`src/rtl/mem_write_buffer_if.sv`:
```
// Bus bundle for the posted-write buffer: processor side (P_*), memory
// side (M_*) and buffer status. The buffer sits on the slave modport; the
// agent driving the processor requests and answering memory strobes uses master.
interface mem_write_buffer_if #(
    parameter int ADDR_W = 26,
    parameter int DATA_W = 32,
    parameter int CNT_W  = 3
);
    logic [ADDR_W-1:0] P_ADDR;
    logic [DATA_W-1:0] P_WDATA;
    logic              P_READ;
    logic              P_WRITE;
    logic [DATA_W-1:0] P_RDATA;
    logic              P_READY;
    logic [ADDR_W-1:0] M_ADDR;
    logic [DATA_W-1:0] M_WDATA;
    logic              M_READ;
    logic              M_WRITE;
    logic [DATA_W-1:0] M_RDATA;
    logic              M_READY;
    logic [CNT_W-1:0]  FIFO_COUNT;
    logic              EMPTY;

    modport slave (
        input  P_ADDR, P_WDATA, P_READ, P_WRITE, M_RDATA, M_READY,
        output P_RDATA, P_READY, M_ADDR, M_WDATA, M_READ, M_WRITE, FIFO_COUNT, EMPTY
    );

    modport master (
        output P_ADDR, P_WDATA, P_READ, P_WRITE, M_RDATA, M_READY,
        input  P_RDATA, P_READY, M_ADDR, M_WDATA, M_READ, M_WRITE, FIFO_COUNT, EMPTY
    );
endinterface

```
`src/rtl/mem_write_buffer.sv`:
```
// Posted-write buffer: processor writes land in a small FIFO and are acked
// right away; a drain engine retires them to memory one at a time. Reads
// forward from the youngest matching FIFO entry, otherwise the FIFO is
// drained first and memory is read, so program order is kept.
module mem_write_buffer #(
    parameter int DEPTH  = 4,
    parameter int ADDR_W = 26,
    parameter int DATA_W = 32
) (
    input  logic CLK,
    input  logic RST,
    mem_write_buffer_if.slave bus
);
    localparam int PTR_W = $clog2(DEPTH);
    localparam int CNT_W = PTR_W + 1;

    typedef enum logic [1:0] {IDLE, MEM_WR, MEM_RD, RESP} state_t;

    state_t            state_q, state_d;
    logic [PTR_W-1:0]  wr_ptr_q, wr_ptr_d;
    logic [PTR_W-1:0]  rd_ptr_q, rd_ptr_d;
    logic [CNT_W-1:0]  count_q, count_d;
    logic [ADDR_W-1:0] fifo_addr_q [DEPTH];
    logic [ADDR_W-1:0] fifo_addr_d [DEPTH];
    logic [DATA_W-1:0] fifo_data_q [DEPTH];
    logic [DATA_W-1:0] fifo_data_d [DEPTH];
    logic              empty_q, empty_d;
    logic              p_ready_q, p_ready_d;
    logic [DATA_W-1:0] p_rdata_q, p_rdata_d;
    logic [ADDR_W-1:0] m_addr_q, m_addr_d;
    logic [DATA_W-1:0] m_wdata_q, m_wdata_d;
    logic              m_read_q, m_read_d;
    logic              m_write_q, m_write_d;

    logic              hit;
    logic [DATA_W-1:0] hit_data;
    logic [PTR_W-1:0]  idx;
    logic              wr_req, rd_req, rd_hit, rd_miss, push, pop;

    // Search valid entries oldest to youngest so the youngest match wins.
    always_comb begin
        hit      = 1'b0;
        hit_data = '0;
        idx      = '0;
        for (int i = 0; i < DEPTH; i++) begin
            idx = rd_ptr_q + PTR_W'(i);
            if (CNT_W'(i) < count_q && fifo_addr_q[idx] == bus.P_ADDR) begin
                hit      = 1'b1;
                hit_data = fifo_data_q[idx];
            end
        end
    end

    // Request decode; a request seen while P_READY is high is the one just
    // completed, so it is ignored. Both strobes together is a no-op.
    always_comb begin
        wr_req  = bus.P_WRITE && !bus.P_READ && !p_ready_q;
        rd_req  = bus.P_READ && !bus.P_WRITE && !p_ready_q;
        rd_hit  = rd_req && hit;
        rd_miss = rd_req && !hit;
        pop     = (state_q == MEM_WR) && bus.M_READY;
        // A full FIFO can still take a write on the edge that pops the head.
        push    = wr_req && (state_q != MEM_RD) && (state_q != RESP) &&
                  ((count_q < CNT_W'(DEPTH)) || pop);
    end

    // FIFO bookkeeping, processor response and drain/read FSM next state.
    always_comb begin
        state_d     = state_q;
        wr_ptr_d    = wr_ptr_q;
        rd_ptr_d    = rd_ptr_q;
        count_d     = count_q;
        fifo_addr_d = fifo_addr_q;
        fifo_data_d = fifo_data_q;
        p_ready_d   = 1'b0;
        p_rdata_d   = p_rdata_q;
        m_addr_d    = m_addr_q;
        m_wdata_d   = m_wdata_q;
        m_read_d    = m_read_q;
        m_write_d   = m_write_q;

        if (push) begin
            fifo_addr_d[wr_ptr_q] = bus.P_ADDR;
            fifo_data_d[wr_ptr_q] = bus.P_WDATA;
            wr_ptr_d              = wr_ptr_q + PTR_W'(1);
            p_ready_d             = 1'b1;
        end
        if (pop) begin
            rd_ptr_d = rd_ptr_q + PTR_W'(1);
        end
        unique case ({push, pop})
            2'b10:   count_d = count_q + CNT_W'(1);
            2'b01:   count_d = count_q - CNT_W'(1);
            default: count_d = count_q;
        endcase
        empty_d = (count_d == '0);

        if (rd_hit) begin
            p_ready_d = 1'b1;
            p_rdata_d = hit_data;
        end

        unique case (state_q)
            IDLE: begin
                // Drain whenever something is buffered, unless a forward is
                // being answered this cycle.
                if (count_q != '0 && !rd_hit) begin
                    state_d   = MEM_WR;
                    m_write_d = 1'b1;
                    m_addr_d  = fifo_addr_q[rd_ptr_q];
                    m_wdata_d = fifo_data_q[rd_ptr_q];
                end else if (rd_miss && count_q == '0) begin
                    state_d  = MEM_RD;
                    m_read_d = 1'b1;
                    m_addr_d = bus.P_ADDR;
                end
            end
            MEM_WR: begin
                if (bus.M_READY) begin
                    state_d   = IDLE;
                    m_write_d = 1'b0;
                end
            end
            MEM_RD: begin
                if (bus.M_READY) begin
                    state_d   = RESP;
                    m_read_d  = 1'b0;
                    p_rdata_d = bus.M_RDATA;
                    p_ready_d = 1'b1;
                end
            end
            RESP: begin
                state_d = IDLE;
            end
            default: state_d = IDLE;
        endcase
    end

    // State and output registers, synchronous active-low reset.
    always_ff @(posedge CLK) begin
        if (!RST) begin
            state_q     <= IDLE;
            wr_ptr_q    <= '0;
            rd_ptr_q    <= '0;
            count_q     <= '0;
            fifo_addr_q <= '{default: '0};
            fifo_data_q <= '{default: '0};
            empty_q     <= 1'b1;
            p_ready_q   <= 1'b0;
            p_rdata_q   <= '0;
            m_addr_q    <= '0;
            m_wdata_q   <= '0;
            m_read_q    <= 1'b0;
            m_write_q   <= 1'b0;
        end else begin
            state_q     <= state_d;
            wr_ptr_q    <= wr_ptr_d;
            rd_ptr_q    <= rd_ptr_d;
            count_q     <= count_d;
            fifo_addr_q <= fifo_addr_d;
            fifo_data_q <= fifo_data_d;
            empty_q     <= empty_d;
            p_ready_q   <= p_ready_d;
            p_rdata_q   <= p_rdata_d;
            m_addr_q    <= m_addr_d;
            m_wdata_q   <= m_wdata_d;
            m_read_q    <= m_read_d;
            m_write_q   <= m_write_d;
        end
    end

    assign bus.P_READY    = p_ready_q;
    assign bus.P_RDATA    = p_rdata_q;
    assign bus.M_ADDR     = m_addr_q;
    assign bus.M_WDATA    = m_wdata_q;
    assign bus.M_READ     = m_read_q;
    assign bus.M_WRITE    = m_write_q;
    assign bus.FIFO_COUNT = count_q;
    assign bus.EMPTY      = empty_q;
endmodule

```
`src/flat_wrapper.sv`:
```
// flat-port wrapper written by rule: the top's interface ports become plain ports
module mem_write_buffer_flat 
#(
    parameter int DEPTH  = 4,
    parameter int ADDR_W = 26,
    parameter int DATA_W = 32
)
  (CLK, RST, bus_P_ADDR, bus_P_WDATA, bus_P_READ, bus_P_WRITE, bus_M_RDATA, bus_M_READY, bus_P_RDATA, bus_P_READY, bus_M_ADDR, bus_M_WDATA, bus_M_READ, bus_M_WRITE, bus_FIFO_COUNT, bus_EMPTY);
  mem_write_buffer_if #(.ADDR_W(ADDR_W), .DATA_W(DATA_W)) bus_i ();
  input  logic CLK;
  input  logic RST;
  input wire logic [$bits(bus_i.P_ADDR)-1:0] bus_P_ADDR;
  input wire logic [$bits(bus_i.P_WDATA)-1:0] bus_P_WDATA;
  input wire logic [$bits(bus_i.P_READ)-1:0] bus_P_READ;
  input wire logic [$bits(bus_i.P_WRITE)-1:0] bus_P_WRITE;
  input wire logic [$bits(bus_i.M_RDATA)-1:0] bus_M_RDATA;
  input wire logic [$bits(bus_i.M_READY)-1:0] bus_M_READY;
  output wire logic [$bits(bus_i.P_RDATA)-1:0] bus_P_RDATA;
  output wire logic [$bits(bus_i.P_READY)-1:0] bus_P_READY;
  output wire logic [$bits(bus_i.M_ADDR)-1:0] bus_M_ADDR;
  output wire logic [$bits(bus_i.M_WDATA)-1:0] bus_M_WDATA;
  output wire logic [$bits(bus_i.M_READ)-1:0] bus_M_READ;
  output wire logic [$bits(bus_i.M_WRITE)-1:0] bus_M_WRITE;
  output wire logic [$bits(bus_i.FIFO_COUNT)-1:0] bus_FIFO_COUNT;
  output wire logic [$bits(bus_i.EMPTY)-1:0] bus_EMPTY;
  assign bus_i.P_ADDR = bus_P_ADDR;
  assign bus_i.P_WDATA = bus_P_WDATA;
  assign bus_i.P_READ = bus_P_READ;
  assign bus_i.P_WRITE = bus_P_WRITE;
  assign bus_i.M_RDATA = bus_M_RDATA;
  assign bus_i.M_READY = bus_M_READY;
  assign bus_P_RDATA = bus_i.P_RDATA;
  assign bus_P_READY = bus_i.P_READY;
  assign bus_M_ADDR = bus_i.M_ADDR;
  assign bus_M_WDATA = bus_i.M_WDATA;
  assign bus_M_READ = bus_i.M_READ;
  assign bus_M_WRITE = bus_i.M_WRITE;
  assign bus_FIFO_COUNT = bus_i.FIFO_COUNT;
  assign bus_EMPTY = bus_i.EMPTY;
  mem_write_buffer #(.DEPTH(DEPTH), .ADDR_W(ADDR_W), .DATA_W(DATA_W)) u_core (.CLK(CLK), .RST(RST), .bus(bus_i));
endmodule
```
`config.mk`:
```
export PLATFORM = sky130hd
export DESIGN_NAME = mem_write_buffer_flat
export DESIGN_NICKNAME = d
export VERILOG_FILES = /design/src/rtl/mem_write_buffer_if.sv /design/src/rtl/mem_write_buffer.sv /design/src/flat_wrapper.sv
export SDC_FILE = /design/constraint.sdc
export NUM_CORES = 1
export LEC_CHECK = 0
export CORE_UTILIZATION = 52
export CTS_BUF_LIST = sky130_fd_sc_hd__clkbuf_4 sky130_fd_sc_hd__clkbuf_8
export DETAILED_ROUTE_END_ITERATION = 16
export PLACE_DENSITY_LB_ADDON = 0.12
export SYNTH_ARGS = -nofsm -noshare
export SYNTH_HDL_FRONTEND = slang
export SYNTH_SLANG_ARGS = --single-unit
```
`constraint.sdc`:
```
create_clock -name CLK -period 4.8 [get_ports CLK]
set_input_delay 0.72 -clock CLK [delete_from_list [all_inputs] [get_ports CLK]]
set_output_delay 0.72 -clock CLK [all_outputs]
set_load 0.005 [all_outputs]
```
# Word-level counts from Yosys, hierarchy flattened
# Cells that the tools add are included.
# totals
out_inout_bits,97
romBits,0
ramBits,0
memories,0
latch_bits,0
word_cells,152
regBits,335
# op_classes
n_bitwise,5
reduce_logical,35
n_eq_ne,17
shift,0
magnitude_cmp,11
add_sub_neg,6
n_mux,59
div,0
mul,0
# op_table
op,count
$mux W32,16
$mux W26,11
$bmux W32 S2,4
$bmux W26 S2,4
$bwmux W128,1
$bwmux W104,1
$eq A26 B26 Y1,4
$demux W32 S2,1
$demux W26 S2,1
$logic_and A1 B1 Y1,17
$ge A3 B3 Y1 const B,5
$not A2 Y3,5
$mux W1,12
$ne A2 B2 Y1 const B,5
$mux W2,4
$pmux W2 S4,1
$eq A2 B2 Y1 const B,3
$logic_not A3 Y1,2
$lt A1 B3 Y1 const A,2
$lt A2 B3 Y1 const A,2
$pmux W3 S2,1
$reduce_and A3 Y1,2
$reduce_bool A2 Y1,3
$logic_not A1 Y1,5
other kinds (15),21

# Longest topological paths before layout
# depth
depth_word,16
ltp_mapped,17
depth_no_buf,10

# Worst setup path before layout
# Ideal clock, no wire load.
# synth_path
path_type,register to register
start,register u_core.rd_ptr_q[0]
end,"register u_core.m_addr_q[15], in the netlist u_core.bus.M_ADDR[15]"
slack_ns,1.532
period_less_slack_ns,3.268
t_arrival_ns,3.146
path_buffers,8
t_required_ns,4.678
setup_time_ns,0.122
path_stages_with_launch,18
path_cell_list,dfxtp_1 > buf_6 > buf_8 > buf_8 > buf_6 > buf_2 > mux2i_1 > o22ai_1 > a2111oi_0 > a21oi_1 > nor3_1 > a32oi_1 > o311a_1 > buf_6 > and2_4 > buf_6 > buf_6 > o311a_1
# synth_via
elab_chain_len,15
# synth_rtl
element,line_no,rtl
start: declaration,mem_write_buffer.sv:21,"logic [PTR_W-1:0] rd_ptr_q, rd_ptr_d;"
start signal: assignment,mem_write_buffer.sv:158,rd_ptr_q <= rd_ptr_d;
$add A2 B1 Y2 or $not A2 Y3 (tied branches),"mem_write_buffer.sv:46, mem_write_buffer.sv:47, mem_write_buffer.sv:110",
$not A2 Y3 (implied by the code) or $bmux W26 S2 (tied branches),"mem_write_buffer.sv:47, mem_write_buffer.sv:110",
$bmux W26 S2 or $mux W26 (tied branches),"mem_write_buffer.sv:47, mem_write_buffer.sv:110",
$mux W26 (on tied branches),"mem_write_buffer.sv:47, mem_write_buffer.sv:110",
$mux W26 (implied by the code) or $eq A26 B26 Y1 (tied branches),mem_write_buffer.sv:47,if (CNT_W'(i) < count_q && fifo_addr_q[idx] == bus.P_ADDR) begin
$eq A26 B26 Y1 or $logic_and A1 B1 Y1 (tied branches),mem_write_buffer.sv:47,
$logic_and A1 B1 Y1 or $mux W1 (tied branches),mem_write_buffer.sv:47,
$mux W1 (3 in series),mem_write_buffer.sv:47,
$logic_not A1 Y1 or $logic_and A1 B1 Y1 (tied branches),"mem_write_buffer.sv:60, mem_write_buffer.sv:59",
$logic_and A1 B1 Y1 or $logic_not A1 Y1 (tied branches),"mem_write_buffer.sv:60, mem_write_buffer.sv:107",
$logic_and A1 B1 Y1 (on tied branches),"mem_write_buffer.sv:112, mem_write_buffer.sv:107",
$reduce_bool A2 Y1 (no line),--,
$reduce_and A2 Y1 (no line),--,
end signal: assignment,mem_write_buffer.sv:165,m_addr_q <= m_addr_d;
end: declaration,mem_write_buffer.sv:30,"logic [ADDR_W-1:0] m_addr_q, m_addr_d;"
# Parallel ways exist; a longest one is shown, timed or not. The select of a mux whose other input is x is not followed.
# A chain may end at the register's enable or synchronous reset.

# Worst setup path after layout
# layout_path
start,register u_core.rd_ptr_q[0]
end,"register u_core.p_rdata_q[27], in the netlist u_core.bus.P_RDATA[27]"
# layout_via
elab_chain_len,14
# layout_rtl
element,line_no,rtl
$add A2 B1 Y2 or $not A2 Y3 (tied branches),"mem_write_buffer.sv:46, mem_write_buffer.sv:47, mem_write_buffer.sv:49",
$not A2 Y3 (implied by the code) or $bmux W26 S2 (tied branches),"mem_write_buffer.sv:47, mem_write_buffer.sv:49",
$bmux W26 S2 or $mux W26 (tied branches),mem_write_buffer.sv:47,
$mux W26 (implied by the code),mem_write_buffer.sv:47,
$mux W26 (implied by the code) or $eq A26 B26 Y1 (tied branches),mem_write_buffer.sv:47,
$eq A26 B26 Y1 or $logic_and A1 B1 Y1 (tied branches),mem_write_buffer.sv:47,
$logic_and A1 B1 Y1 or $mux W1 (tied branches),mem_write_buffer.sv:47,
$mux W1 (3 in series),mem_write_buffer.sv:47,
$logic_and A1 B1 Y1,mem_write_buffer.sv:59,rd_hit = rd_req && hit;
$mux W32 (*),mem_write_buffer.sv:98,if (rd_hit) begin
$mux W32,mem_write_buffer.sv:125,if (bus.M_READY) begin
$mux W32 (*),mem_write_buffer.sv:103,unique case (state_q)
end signal: assignment,mem_write_buffer.sv:164,p_rdata_q <= p_rdata_d;
end: declaration,mem_write_buffer.sv:29,"logic [DATA_W-1:0] p_rdata_q, p_rdata_d;"
# Every way passes the cells marked *; elsewhere a longest branch is shown, timed or not. The select of a mux whose other input is x is not followed.

==> results.toml <==
[power_and_ir_drop]
switchingPower_mw = 2.38
pwr-share-comb_pct = 22.2
power.leakage_nw = 8.01
clkPwrFrac_pct = 37.5
p_int_mw = 5.28
p_total_mw = 7.66
powerDensity_nw_per_um2 = 311
swShare_pct = 31.1
power_frac_seq_pct = 40.3
irDropWorstVdd_mv = 0.259

[final_layout]
fillers = 3569
layout_common_cells = "nand2_1 (693), dfxtp_1 (333), a21oi_1 (302)"
drive_gt1_share_pct = 12.9
fin_area_um2 = 24700
n_antenna_cell = 0
area_growth_syn_to_layout_pct = 16.1
final_common_cell = "nand2_1"
fin_util_pct = 61.6
fin_nets = 2904

[place]
port-buffer-count = 191
placed_cell_area_um2 = 23400
place_ws_ps = 250
gp_congestion = 1.00
dp_hpwl_um = 53400

[detailed_routing]
ant_nets = 0
drt_iter0_drc = 1950
wl_per_cell_um = 22.8
dr.pass1.iters = 6
viasPerCell = 6.19
wirelength_um = 77000
vias = 20900
drc = 0

[yosys]
synth_seq_area_share_pct = 31.6
synth_simple_gate_area_share_pct = 19.5
synthFlopType = "dfxtp_1"
synth_top_cell_by_area = "dfxtp_1"
ys_types = 81
syn_area_um2 = 21200
synthMuxAreaShare_pct = 16.6
synth_top_family_by_area = "compound AO/OA/AOI/OAI gates"
synthArstFlopShare_pct = 0
synth_edf_count = 0
synth.top_cell.area_share_pct = 31.6
synth-seq-cells = 335
synthAdderAreaFrac_pct = 0.589
synthCells = 2717
synth.net_count = 2822
synth_area_per_cell_um2 = 7.81
synth_xor_area_share_pct = 3.17
synth_area_leaders = "dfxtp_1 (32%), nand2_1 (12%), a21oi_1 (7.1%), mux2i_1 (7.1%), mux4_2 (4.9%)"
ys.warnings.count = 0
synth_compound_area_share_pct = 22.1

[hold_path]
hp-class = "flop to flop"

[clock_network]
post_cts_buffers = 0
cts_buffers = 58
cts.sinks = 335
clk_latency_ps = 690
cts_hold_buf = 0
cts_buffer_depth = 3
ctsResizeCount = 0
path_clk_slew_ps = 70
tritoncts = "yes"
cts-root-buf = "clkbuf_8"
htreeDepth = 2

[critical_path]
rr_worst_depth = 11
r2r-start = "u_core.rd_ptr_q[0]"
crit_path_start = "u_core.rd_ptr_q[0]"
cp-end-kind = "flop"
regToRegEndpoint = "u_core.bus.P_RDATA[27]"
r2r_slack_ps = 410
crit_type = "flop to flop"
cp-start-kind = "flop"
cp-endpoint = "u_core.bus.P_RDATA[27]"
worstPathRequired_ps = 5360
crit_fanout = 36
crit_arrival_ps = 4950

[timing]
finClkSkew_ps = 39.4
tns_ps = 0
period_needed_ps = 4390
slew_viol_final = 0
setup_slack_ps = 407
setup-violations-final = 0
final_hold_viol_count = 0
maxSlewHeadroom_pct = 13.1
finalCritPeriodShare_pct = 91.5
fmax_ghz = 0.228
rsz0062_at_grt = "false"
tightest_slew_ps = 1300

[status]
run_status = "complete, no violations"

[floorplanning]
core_area_um2 = 40000
dieArea_um2 = 41600
die_y_um = 204
initial_utilization_pct = 53.1
row_count = 73
ioPinCount = 192
die_w_um = 204

[global_routing]
gr-usage-met2_pct = 58.4
grt-ovfl-total = 0
gr-usage-all-layers_pct = 36.5
met1_usage_pct = 49.8
grt_busiest_layer = "met2"
grt_start_max_net_pins = 173
grt_pass1_wl_um = 117000
grt_pass1_vias = 19700
grt_antenna_before_repair = 1
grtUsageMet3_pct = 5.99

[flow_run]
max_cap_viol_count = 0
-- routing by layer --
| layer | vias up | part of all wire, % |
|---|---|---|
| met1 | 10000 | 43 |
| li1 | 9722 | - |
| met5 | - | 0.013 |
| met4 | 2 | 2.7 |
| met2 | 953 | 46 |
| met3 | 129 | 8.4 |
-- critical path: stages, from the launching register on --
cell and delay, ps:
dfxtp_4 620, buf_12 300, mux4_2 600, xnor2_1 500
nand4_1 150, a2111oi_0 470, nand4bb_1 250, nor3_2 290
buf_12 270, a21oi_1 60, o31ai_1 600, a21oi_2 100
-- stage by stage --
stage / hold slack (ps) / cells
2_1_floorplan: 443 / 2717
3_3_place_gp: 452 / 3264
3_5_place_dp: 458 / 3264
4_1_cts: 467 / 3369
5_1_grt: 479 / 3369
6_report: 469 / 3369
-- state kept, by name (all words and copies together), names as in the netlist --
register               flops
u_core.fifo_data_q       128
u_core.fifo_addr_q       104
u_core.bus.M_WDATA        32
u_core.bus.P_RDATA        32
u_core.bus.M_ADDR         26
u_core.bus.FIFO_COUNT      3
u_core.rd_ptr_q            2
u_core.state_q             2
u_core.wr_ptr_q            2
u_core.bus.EMPTY           1
u_core.bus.M_READ          1
u_core.bus.M_WRITE         1
u_core.bus.P_READY         1
-- how the worst min path moves through the flow --
stage	from	to	cells past startpoint
3_3_place_gp	u_core.bus.M_READ	u_core.bus.M_READ	2
5_1_grt	u_core.fifo_data_q[115]	u_core.fifo_data_q[115]	2
6_report	u_core.fifo_data_q[97]	u_core.fifo_data_q[97]	2
2_1_floorplan	u_core.fifo_data_q[100]	u_core.fifo_data_q[100]	2
3_5_place_dp	u_core.fifo_data_q[97]	u_core.fifo_data_q[97]	2
4_1_cts	u_core.fifo_data_q[97]	u_core.fifo_data_q[97]	2
-- area by class of cell --
class | instances | area (µm²) | area share (%)
repair buffers | 282 | 2720 | 11.0
flip-flops and latches | 335 | 6710 | 27.2
clock inverters | 10 | 86.3 | 0.350
well taps | 525 | 657 | 2.66
inverters | 28 | 113 | 0.457
multi-input cells | 2094 | 13200 | 53.5
clock buffers | 95 | 1190 | 4.82
-- power by group through the flow --
| stage | clock [mW] | combinational [mW] | sequential [mW] |
|---|---|---|---|
| 3_3_place_gp | 0 | 1.65 | 3.14 |
| 4_1_cts | 2.89 | 1.68 | 3.08 |
| 2_1_floorplan | 0 | 1.06 | 3.08 |
| 3_5_place_dp | 0 | 1.67 | 3.14 |
| 6_report | 2.87 | 1.70 | 3.09 |
| 5_1_grt | 3.02 | 1.82 | 3.10 |
-- synthesized netlist by cell type (12+ instances only) --
cell type and number:
a211oi_1 53, a21oi_2 13, o22ai_1 15, buf_6 17, mux2i_1 150, nor2_1 95, nand4_1 17, clkbuf_1 166
buf_1 25, buf_2 39, and2_1 12, nand3_1 29, nand2_1 697, xnor2_1 67, o31ai_1 64, inv_1 26
a21o_1 71, nor3_1 14, o311a_1 16, mux4_2 46, a21oi_1 302, or3_1 46, o21ai_0 157, mux2_2 80
dfxtp_1 335
-- kinds of logic after synthesis --
family                     Yosys count
and+or+nand+nor                    966
AOI/OAI and AO/OA                  761
DFF                                335
buffers and inverters              288
muxes                              281
xor gates and xnor gates            76
adders and majority gates           10
(Power assumes the default switching activity.)
